[config.mk]
export PLATFORM = sky130hd
export DESIGN_NAME = retire_ctrl_flat
export DESIGN_NICKNAME = d
export VERILOG_FILES = /design/src/rtl/retire_ctrl_if.sv /design/src/rtl/retire_ctrl.sv /design/src/flat_wrapper.sv
export SDC_FILE = /design/constraint.sdc
export NUM_CORES = 1
export LEC_CHECK = 0
export BUFFER_PORTS_ARGS = -buffer_cell sky130_fd_sc_hd__buf_2
export CAP_MARGIN = 10
export CORE_UTILIZATION = 31
export CTS_CLUSTER_SIZE = 12
export DETAILED_ROUTE_END_ITERATION = 12
export MAX_ROUTING_LAYER = met4
export PLACE_DENSITY = 0.82
export RECOVER_POWER = 100
export SLEW_MARGIN = 5
export SYNTH_ARGS = -nofsm -noshare
export SYNTH_HDL_FRONTEND = slang
export SYNTH_SLANG_ARGS = --single-unit
[constraint.sdc]
create_clock -name clock -period 1.8 [get_ports clock]
set_clock_uncertainty 0.05 [all_clocks]
set_input_delay 0.18 -clock clock [delete_from_list [all_inputs] [get_ports clock]]
set_output_delay 0.18 -clock clock [all_outputs]
set_load 0.03 [all_outputs]
[src/rtl/retire_ctrl_if.sv]
// Retire controller bus: ROB head pair and LSQ ack in,
// RRAT/free-list strobes and recovery control out.
interface retire_ctrl_if #(
    parameter int ARF_IDX = 5,
    parameter int PRF_IDX = 6
);
    logic               rob_valid_1;
    logic               rob_done_1;
    logic               rob_has_dest_1;
    logic [ARF_IDX-1:0] rob_dest_1;
    logic [PRF_IDX-1:0] rob_prf_1;
    logic [PRF_IDX-1:0] rob_old_prf_1;
    logic               rob_store_1;
    logic               rob_mispred_1;
    logic               rob_halt_1;
    logic               rob_valid_2;
    logic               rob_done_2;
    logic               rob_has_dest_2;
    logic [ARF_IDX-1:0] rob_dest_2;
    logic [PRF_IDX-1:0] rob_prf_2;
    logic [PRF_IDX-1:0] rob_old_prf_2;
    logic               rob_store_2;
    logic               rob_mispred_2;
    logic               rob_halt_2;
    logic               store_ack;

    logic               commit_en_1;
    logic               commit_en_2;
    logic [ARF_IDX-1:0] rrat_dest_1;
    logic [ARF_IDX-1:0] rrat_dest_2;
    logic [PRF_IDX-1:0] rrat_prf_1;
    logic [PRF_IDX-1:0] rrat_prf_2;
    logic               free_en_1;
    logic               free_en_2;
    logic [PRF_IDX-1:0] free_prf_1;
    logic [PRF_IDX-1:0] free_prf_2;
    logic [1:0]         retire_cnt;
    logic               store_commit;
    logic               flush;
    logic               rat_restore_en;
    logic [ARF_IDX-1:0] rat_restore_base;
    logic               halted;

    modport master (
        input  rob_valid_1, rob_done_1, rob_has_dest_1, rob_dest_1,
        input  rob_prf_1, rob_old_prf_1, rob_store_1, rob_mispred_1,
        input  rob_halt_1,
        input  rob_valid_2, rob_done_2, rob_has_dest_2, rob_dest_2,
        input  rob_prf_2, rob_old_prf_2, rob_store_2, rob_mispred_2,
        input  rob_halt_2,
        input  store_ack,
        output commit_en_1, commit_en_2, rrat_dest_1, rrat_dest_2,
        output rrat_prf_1, rrat_prf_2, free_en_1, free_en_2,
        output free_prf_1, free_prf_2, retire_cnt, store_commit,
        output flush, rat_restore_en, rat_restore_base, halted
    );

    modport slave (
        output rob_valid_1, rob_done_1, rob_has_dest_1, rob_dest_1,
        output rob_prf_1, rob_old_prf_1, rob_store_1, rob_mispred_1,
        output rob_halt_1,
        output rob_valid_2, rob_done_2, rob_has_dest_2, rob_dest_2,
        output rob_prf_2, rob_old_prf_2, rob_store_2, rob_mispred_2,
        output rob_halt_2,
        output store_ack,
        input  commit_en_1, commit_en_2, rrat_dest_1, rrat_dest_2,
        input  rrat_prf_1, rrat_prf_2, free_en_1, free_en_2,
        input  free_prf_1, free_prf_2, retire_cnt, store_commit,
        input  flush, rat_restore_en, rat_restore_base, halted
    );
endinterface

[src/rtl/retire_ctrl.sv]
// Two-wide retire sequencer: RRAT commit, free-list return,
// store serialisation and chunked RRAT->RAT recovery.
module retire_ctrl #(
    parameter int ARF_SIZE = 32,
    parameter int ARF_IDX  = 5,
    parameter int PRF_IDX  = 6,
    parameter int CHUNK    = 8
) (
    input  logic         clock,
    input  logic         reset,
    retire_ctrl_if.master bus
);
    localparam int NCH = ARF_SIZE / CHUNK;
    localparam int CW  = (NCH > 1) ? $clog2(NCH) : 1;
    localparam logic [CW-1:0] LAST = CW'(NCH - 1);

    typedef enum logic [1:0] {NORMAL, ST_WAIT, RECOVER, HALTED} state_t;

    state_t        state;
    logic [CW-1:0] cnt;
    logic          flush_q;
    logic          halted_q;
    logic          c1;
    logic          c2;
    logic          st;

    // Strobes are gated by reset so they drop asynchronously too.
    always_comb begin
        c1 = 1'b0;
        c2 = 1'b0;
        st = 1'b0;
        if (!reset) begin
            unique case (state)
                NORMAL: begin
                    st = bus.rob_valid_1 & bus.rob_done_1 & bus.rob_store_1;
                    c1 = bus.rob_valid_1 & bus.rob_done_1 & !bus.rob_store_1;
                    c2 = c1 & !bus.rob_mispred_1 & !bus.rob_halt_1
                       & bus.rob_valid_2 & bus.rob_done_2
                       & !bus.rob_store_2 & !bus.rob_halt_2;
                end
                ST_WAIT: c1 = bus.store_ack;
                default: ;
            endcase
        end
    end

    assign bus.commit_en_1      = c1;
    assign bus.commit_en_2      = c2;
    assign bus.free_en_1        = c1 & bus.rob_has_dest_1;
    assign bus.free_en_2        = c2 & bus.rob_has_dest_2;
    assign bus.rrat_dest_1      = bus.rob_dest_1;
    assign bus.rrat_dest_2      = bus.rob_dest_2;
    assign bus.rrat_prf_1       = bus.rob_prf_1;
    assign bus.rrat_prf_2       = bus.rob_prf_2;
    assign bus.free_prf_1       = bus.rob_old_prf_1;
    assign bus.free_prf_2       = bus.rob_old_prf_2;
    assign bus.retire_cnt       = 2'(c1) + 2'(c2);
    assign bus.store_commit     = st;
    assign bus.flush            = flush_q;
    assign bus.rat_restore_en   = flush_q;
    assign bus.rat_restore_base = ARF_IDX'(32'(cnt) * CHUNK);
    assign bus.halted           = halted_q;

    always_ff @(posedge clock or posedge reset) begin
        if (reset) begin
            state    <= NORMAL;
            cnt      <= '0;
            flush_q  <= 1'b0;
            halted_q <= 1'b0;
        end else begin
            unique case (state)
                NORMAL: begin
                    if ((c1 & bus.rob_mispred_1) | (c2 & bus.rob_mispred_2)) begin
                        state   <= RECOVER;
                        flush_q <= 1'b1;
                        cnt     <= '0;
                    end else if (c1 & bus.rob_halt_1) begin
                        state    <= HALTED;
                        halted_q <= 1'b1;
                    end else if (st) begin
                        state <= ST_WAIT;
                    end
                end
                ST_WAIT: begin
                    if (bus.store_ack) state <= NORMAL;
                end
                RECOVER: begin
                    if (cnt == LAST) begin
                        state   <= NORMAL;
                        flush_q <= 1'b0;
                        cnt     <= '0;
                    end else begin
                        cnt <= cnt + CW'(1);
                    end
                end
                HALTED: ;
                default: state <= NORMAL;
            endcase
        end
    end
endmodule

[src/flat_wrapper.sv]
// flat-port wrapper written by rule: the top's interface ports become plain ports
module retire_ctrl_flat 
#(
    parameter int ARF_SIZE = 32,
    parameter int ARF_IDX  = 5,
    parameter int PRF_IDX  = 6,
    parameter int CHUNK    = 8
)
  (clock, reset, bus_rob_valid_1, bus_rob_done_1, bus_rob_has_dest_1, bus_rob_dest_1, bus_rob_prf_1, bus_rob_old_prf_1, bus_rob_store_1, bus_rob_mispred_1, bus_rob_halt_1, bus_rob_valid_2, bus_rob_done_2, bus_rob_has_dest_2, bus_rob_dest_2, bus_rob_prf_2, bus_rob_old_prf_2, bus_rob_store_2, bus_rob_mispred_2, bus_rob_halt_2, bus_store_ack, bus_commit_en_1, bus_commit_en_2, bus_rrat_dest_1, bus_rrat_dest_2, bus_rrat_prf_1, bus_rrat_prf_2, bus_free_en_1, bus_free_en_2, bus_free_prf_1, bus_free_prf_2, bus_retire_cnt, bus_store_commit, bus_flush, bus_rat_restore_en, bus_rat_restore_base, bus_halted);
  retire_ctrl_if #(.ARF_IDX(ARF_IDX), .PRF_IDX(PRF_IDX)) bus_i ();
  input  logic clock;
  input  logic reset;
  input wire logic [$bits(bus_i.rob_valid_1)-1:0] bus_rob_valid_1;
  input wire logic [$bits(bus_i.rob_done_1)-1:0] bus_rob_done_1;
  input wire logic [$bits(bus_i.rob_has_dest_1)-1:0] bus_rob_has_dest_1;
  input wire logic [$bits(bus_i.rob_dest_1)-1:0] bus_rob_dest_1;
  input wire logic [$bits(bus_i.rob_prf_1)-1:0] bus_rob_prf_1;
  input wire logic [$bits(bus_i.rob_old_prf_1)-1:0] bus_rob_old_prf_1;
  input wire logic [$bits(bus_i.rob_store_1)-1:0] bus_rob_store_1;
  input wire logic [$bits(bus_i.rob_mispred_1)-1:0] bus_rob_mispred_1;
  input wire logic [$bits(bus_i.rob_halt_1)-1:0] bus_rob_halt_1;
  input wire logic [$bits(bus_i.rob_valid_2)-1:0] bus_rob_valid_2;
  input wire logic [$bits(bus_i.rob_done_2)-1:0] bus_rob_done_2;
  input wire logic [$bits(bus_i.rob_has_dest_2)-1:0] bus_rob_has_dest_2;
  input wire logic [$bits(bus_i.rob_dest_2)-1:0] bus_rob_dest_2;
  input wire logic [$bits(bus_i.rob_prf_2)-1:0] bus_rob_prf_2;
  input wire logic [$bits(bus_i.rob_old_prf_2)-1:0] bus_rob_old_prf_2;
  input wire logic [$bits(bus_i.rob_store_2)-1:0] bus_rob_store_2;
  input wire logic [$bits(bus_i.rob_mispred_2)-1:0] bus_rob_mispred_2;
  input wire logic [$bits(bus_i.rob_halt_2)-1:0] bus_rob_halt_2;
  input wire logic [$bits(bus_i.store_ack)-1:0] bus_store_ack;
  output wire logic [$bits(bus_i.commit_en_1)-1:0] bus_commit_en_1;
  output wire logic [$bits(bus_i.commit_en_2)-1:0] bus_commit_en_2;
  output wire logic [$bits(bus_i.rrat_dest_1)-1:0] bus_rrat_dest_1;
  output wire logic [$bits(bus_i.rrat_dest_2)-1:0] bus_rrat_dest_2;
  output wire logic [$bits(bus_i.rrat_prf_1)-1:0] bus_rrat_prf_1;
  output wire logic [$bits(bus_i.rrat_prf_2)-1:0] bus_rrat_prf_2;
  output wire logic [$bits(bus_i.free_en_1)-1:0] bus_free_en_1;
  output wire logic [$bits(bus_i.free_en_2)-1:0] bus_free_en_2;
  output wire logic [$bits(bus_i.free_prf_1)-1:0] bus_free_prf_1;
  output wire logic [$bits(bus_i.free_prf_2)-1:0] bus_free_prf_2;
  output wire logic [$bits(bus_i.retire_cnt)-1:0] bus_retire_cnt;
  output wire logic [$bits(bus_i.store_commit)-1:0] bus_store_commit;
  output wire logic [$bits(bus_i.flush)-1:0] bus_flush;
  output wire logic [$bits(bus_i.rat_restore_en)-1:0] bus_rat_restore_en;
  output wire logic [$bits(bus_i.rat_restore_base)-1:0] bus_rat_restore_base;
  output wire logic [$bits(bus_i.halted)-1:0] bus_halted;
  assign bus_i.rob_valid_1 = bus_rob_valid_1;
  assign bus_i.rob_done_1 = bus_rob_done_1;
  assign bus_i.rob_has_dest_1 = bus_rob_has_dest_1;
  assign bus_i.rob_dest_1 = bus_rob_dest_1;
  assign bus_i.rob_prf_1 = bus_rob_prf_1;
  assign bus_i.rob_old_prf_1 = bus_rob_old_prf_1;
  assign bus_i.rob_store_1 = bus_rob_store_1;
  assign bus_i.rob_mispred_1 = bus_rob_mispred_1;
  assign bus_i.rob_halt_1 = bus_rob_halt_1;
  assign bus_i.rob_valid_2 = bus_rob_valid_2;
  assign bus_i.rob_done_2 = bus_rob_done_2;
  assign bus_i.rob_has_dest_2 = bus_rob_has_dest_2;
  assign bus_i.rob_dest_2 = bus_rob_dest_2;
  assign bus_i.rob_prf_2 = bus_rob_prf_2;
  assign bus_i.rob_old_prf_2 = bus_rob_old_prf_2;
  assign bus_i.rob_store_2 = bus_rob_store_2;
  assign bus_i.rob_mispred_2 = bus_rob_mispred_2;
  assign bus_i.rob_halt_2 = bus_rob_halt_2;
  assign bus_i.store_ack = bus_store_ack;
  assign bus_commit_en_1 = bus_i.commit_en_1;
  assign bus_commit_en_2 = bus_i.commit_en_2;
  assign bus_rrat_dest_1 = bus_i.rrat_dest_1;
  assign bus_rrat_dest_2 = bus_i.rrat_dest_2;
  assign bus_rrat_prf_1 = bus_i.rrat_prf_1;
  assign bus_rrat_prf_2 = bus_i.rrat_prf_2;
  assign bus_free_en_1 = bus_i.free_en_1;
  assign bus_free_en_2 = bus_i.free_en_2;
  assign bus_free_prf_1 = bus_i.free_prf_1;
  assign bus_free_prf_2 = bus_i.free_prf_2;
  assign bus_retire_cnt = bus_i.retire_cnt;
  assign bus_store_commit = bus_i.store_commit;
  assign bus_flush = bus_i.flush;
  assign bus_rat_restore_en = bus_i.rat_restore_en;
  assign bus_rat_restore_base = bus_i.rat_restore_base;
  assign bus_halted = bus_i.halted;
  retire_ctrl #(.ARF_SIZE(ARF_SIZE), .ARF_IDX(ARF_IDX), .PRF_IDX(PRF_IDX), .CHUNK(CHUNK)) u_core (.clock(clock), .reset(reset), .bus(bus_i));
endmodule
==> impl_metrics.env <==
export IMPL_grt_pass1_vias=812
export IMPL_routed_wirelength_mm=2.174
export IMPL_crit_type="reg2out"
export IMPL_clk_pin_slew_ns=0.05
export IMPL_yosys_area_top_type="buf_4"
export IMPL_cts_buffers=3
export IMPL_status="complete, but fails checks"
export IMPL_synth_flop_cell="dfrtp_1"
export IMPL_synth_warnings=0
export IMPL_fin_area_mm2=0.001100
export IMPL_cts_sinks=6
export IMPL_dr_total_vias=811
export IMPL_htreeDepth=1
export IMPL_core_mm2=0.002758
export IMPL_setup_ws_ns=-0.1354
export IMPL_drv_slew=0
export IMPL_rsz0062_at_grt="true"
export IMPL_ant_nets=0
export IMPL_synth_edf_count=0
export IMPL_wl_per_cell_um=14.30
export IMPL_endpoint="bus_retire_cnt[0]"
export IMPL_die_width_um=55.87
export IMPL_yosysMostFrequentCell="buf_4"
export IMPL_clkLatencyLatePin_ns=0.25
export IMPL_ys_seq_elements=6
export IMPL_pin_count=98
export IMPL_max_freq_mhz=516.7
export IMPL_grt_total_usage_pct=14.37
export IMPL_die_y_um=55.87
export IMPL_rows=19
export IMPL_worstPathMaxFanout=4
export IMPL_finalPower_w=0.001296
export IMPL_overflow=0
export IMPL_final_layout_size_suffix_gt1_share_pct=52.07
export IMPL_final_util_pct=39.88
export IMPL_firstDrtPassIters=4
export IMPL_setup_violations=10
export IMPL_die_area_mm2=0.003121
export IMPL_avgSynthCellArea_um2=8.330
export IMPL_cts_tree="yes"
export IMPL_finalCritPeriodShare_pct=107.5
export IMPL_netlist_instances=108
export IMPL_p_leak_nw=0.5346
export IMPL_violations="negative setup slack"
export IMPL_fin_crit_ns=1.935
export IMPL_dp_hpwl_mm=1.496
export IMPL_cp_end_kind="output pin"
export IMPL_yosysSeqAreaShare_pct=16.69
export IMPL_synth_top_cells_by_count="38 x buf_4, 8 x inv_1, 6 x dfrtp_1, 6 x ha_1"
export IMPL_viasPerCell=5.336
export IMPL_synth_cell_type_count=39
export IMPL_layout_nets=178
export IMPL_grt_max_degree=9
export IMPL_place_area_um2=892.1
export IMPL_diodes=0
export IMPL_reg2reg_from="u_core.state[0]"
export IMPL_required_ns=1.57
export IMPL_synth_top_area_share_pct=31.71
export IMPL_areaGrowthSynthToFinish_pct=22.25
export IMPL_r2r_setup_slack_ns=-0.06
export IMPL_place_ws_ns=-0.03074
export IMPL_root_buffer="clkbuf_4"
export IMPL_ir_worst_vdd_mv=0.6234
export IMPL_cp_arrival_ns=1.71
export IMPL_gp_congestion=0.8860
export IMPL_drt_iter0_drc=16
export IMPL_start_util_pct=32.62
export IMPL_regToRegEndpoint="u_core.state[1]"
export IMPL_grt_pass1_wl_mm=3.408
export IMPL_clock_path_buffers=2
export IMPL_hp_class="in2reg"
export IMPL_startpoint_type="register"
export IMPL_port_buffers=26
export IMPL_hold_viol_final=0
export IMPL_synth_area_leaders="buf_4 32%, dfrtp_1 17%, ha_1 8.3%"
export IMPL_drc=0
export IMPL_syn_cell_area_um2=899.6
export IMPL_crit_start="u_core.state[0]"
export IMPL_antenna_found_initial=0
export IMPL_p_per_area_mw_per_mm2=1178
export IMPL_synthArstFlopShare_pct=100.0
export IMPL_cap_violations=0
export IMPL_r2r_cells=8
export IMPL_hold_worst_slack_ns=0.1991
report_power, final:
| part | internal (W) | switching (W) | leakage [nW] | total, W |
|---|---|---|---|---|
| clock | 0.0000757 | 0.0000525 | 0.0138 | 0.000128 |
| combinational | 0.000455 | 0.000483 | 0.450 | 0.000938 |
| sequential | 0.000188 | 0.0000418 | 0.0708 | 0.000229 |
| total | 0.000718 | 0.000577 | 0.535 | 0.00130 |
worst max-delay path: stages, from the launching register on:
cell and delay [ns]:
dfrtp_1 0.37, inv_2 0.07, ha_4 0.17, and4b_2 0.25
a21boi_4 0.14, inv_2 0.07, ha_4 0.26, buf_6 0.12
layout make-up:
cell class              count  area (um^2)
clock buffers               3        22.52
inverters                   8        30.03
fillers                   275         1658
repair buffers             47        332.8
well taps                  31        38.79
flip-flops and latches      6        150.1
multi-input cells          57        525.5
flip-flops by register name, indices dropped and copies added (netlist names):
signal,flops
u_core.bus.flush,1
u_core.bus.halted,1
u_core.cnt,2
u_core.state,2
placed cells by master, fill, tap and decap left out, drive strengths merged, types with 3 or more instances in the layout:
| cell type | instances |
|---|---|
| buf | 41 |
| inv | 8 |
| clkbuf | 8 |
| dfrtp | 6 |
| ha | 6 |
| nand2 | 5 |
| nor2 | 5 |
| o211ai | 3 |
| conb | 3 |
| nor2b | 3 |
repair_timing:
item / in CTS / in global routing
pin swaps: 8 / 4
setup buffers: 6 / 3
setup endpoints to repair: 7 / 10
resized for setup: 19 / 10
hold endpoints to repair: 6 / 0
hold buffers: 1 / 0
how the worst min path moves through the flow:
stage | startpoint | to | slack (ns) | cells past startpoint
floorplan | reset | u_core.bus.flush | -0.04 | 1
global placement | reset | u_core.bus.halted | 0.17 | 2
detailed placement | reset | u_core.bus.flush | 0.18 | 2
CTS | bus_rob_halt_1 | u_core.bus.halted | 0.20 | 2
global route | bus_rob_halt_1 | u_core.bus.halted | 0.21 | 2
finish | bus_rob_halt_1 | u_core.bus.halted | 0.20 | 2
kinds of logic after synthesis:
family	synth area share, %
compound gates	14.61
flops	16.69
buf+inv	36.30
mux	1.113
other cells	0.4168
fa+ha+maj	8.345
simple gates	22.53
metal layers:
metal  share of wire, %  vias to the layer above  GRT usage, %
met5                  0                        -             -
met4                3.8                        0         11.15
met3                9.9                       17         6.047
met2                 52                       48         24.44
met1                 34                      383         12.43
li1                   -                      363             -
per-stage QoR:
stage / instances / TNS, ns
6_report: 152 / -0.4708
2_1_floorplan: 110 / -0.08022
3_5_place_dp: 139 / -0.03074
3_3_place_gp: 139 / 0
4_1_cts: 149 / -0.1657
5_1_grt: 152 / -1.381
No activity file was read; power rests on OpenSTA's default activity.
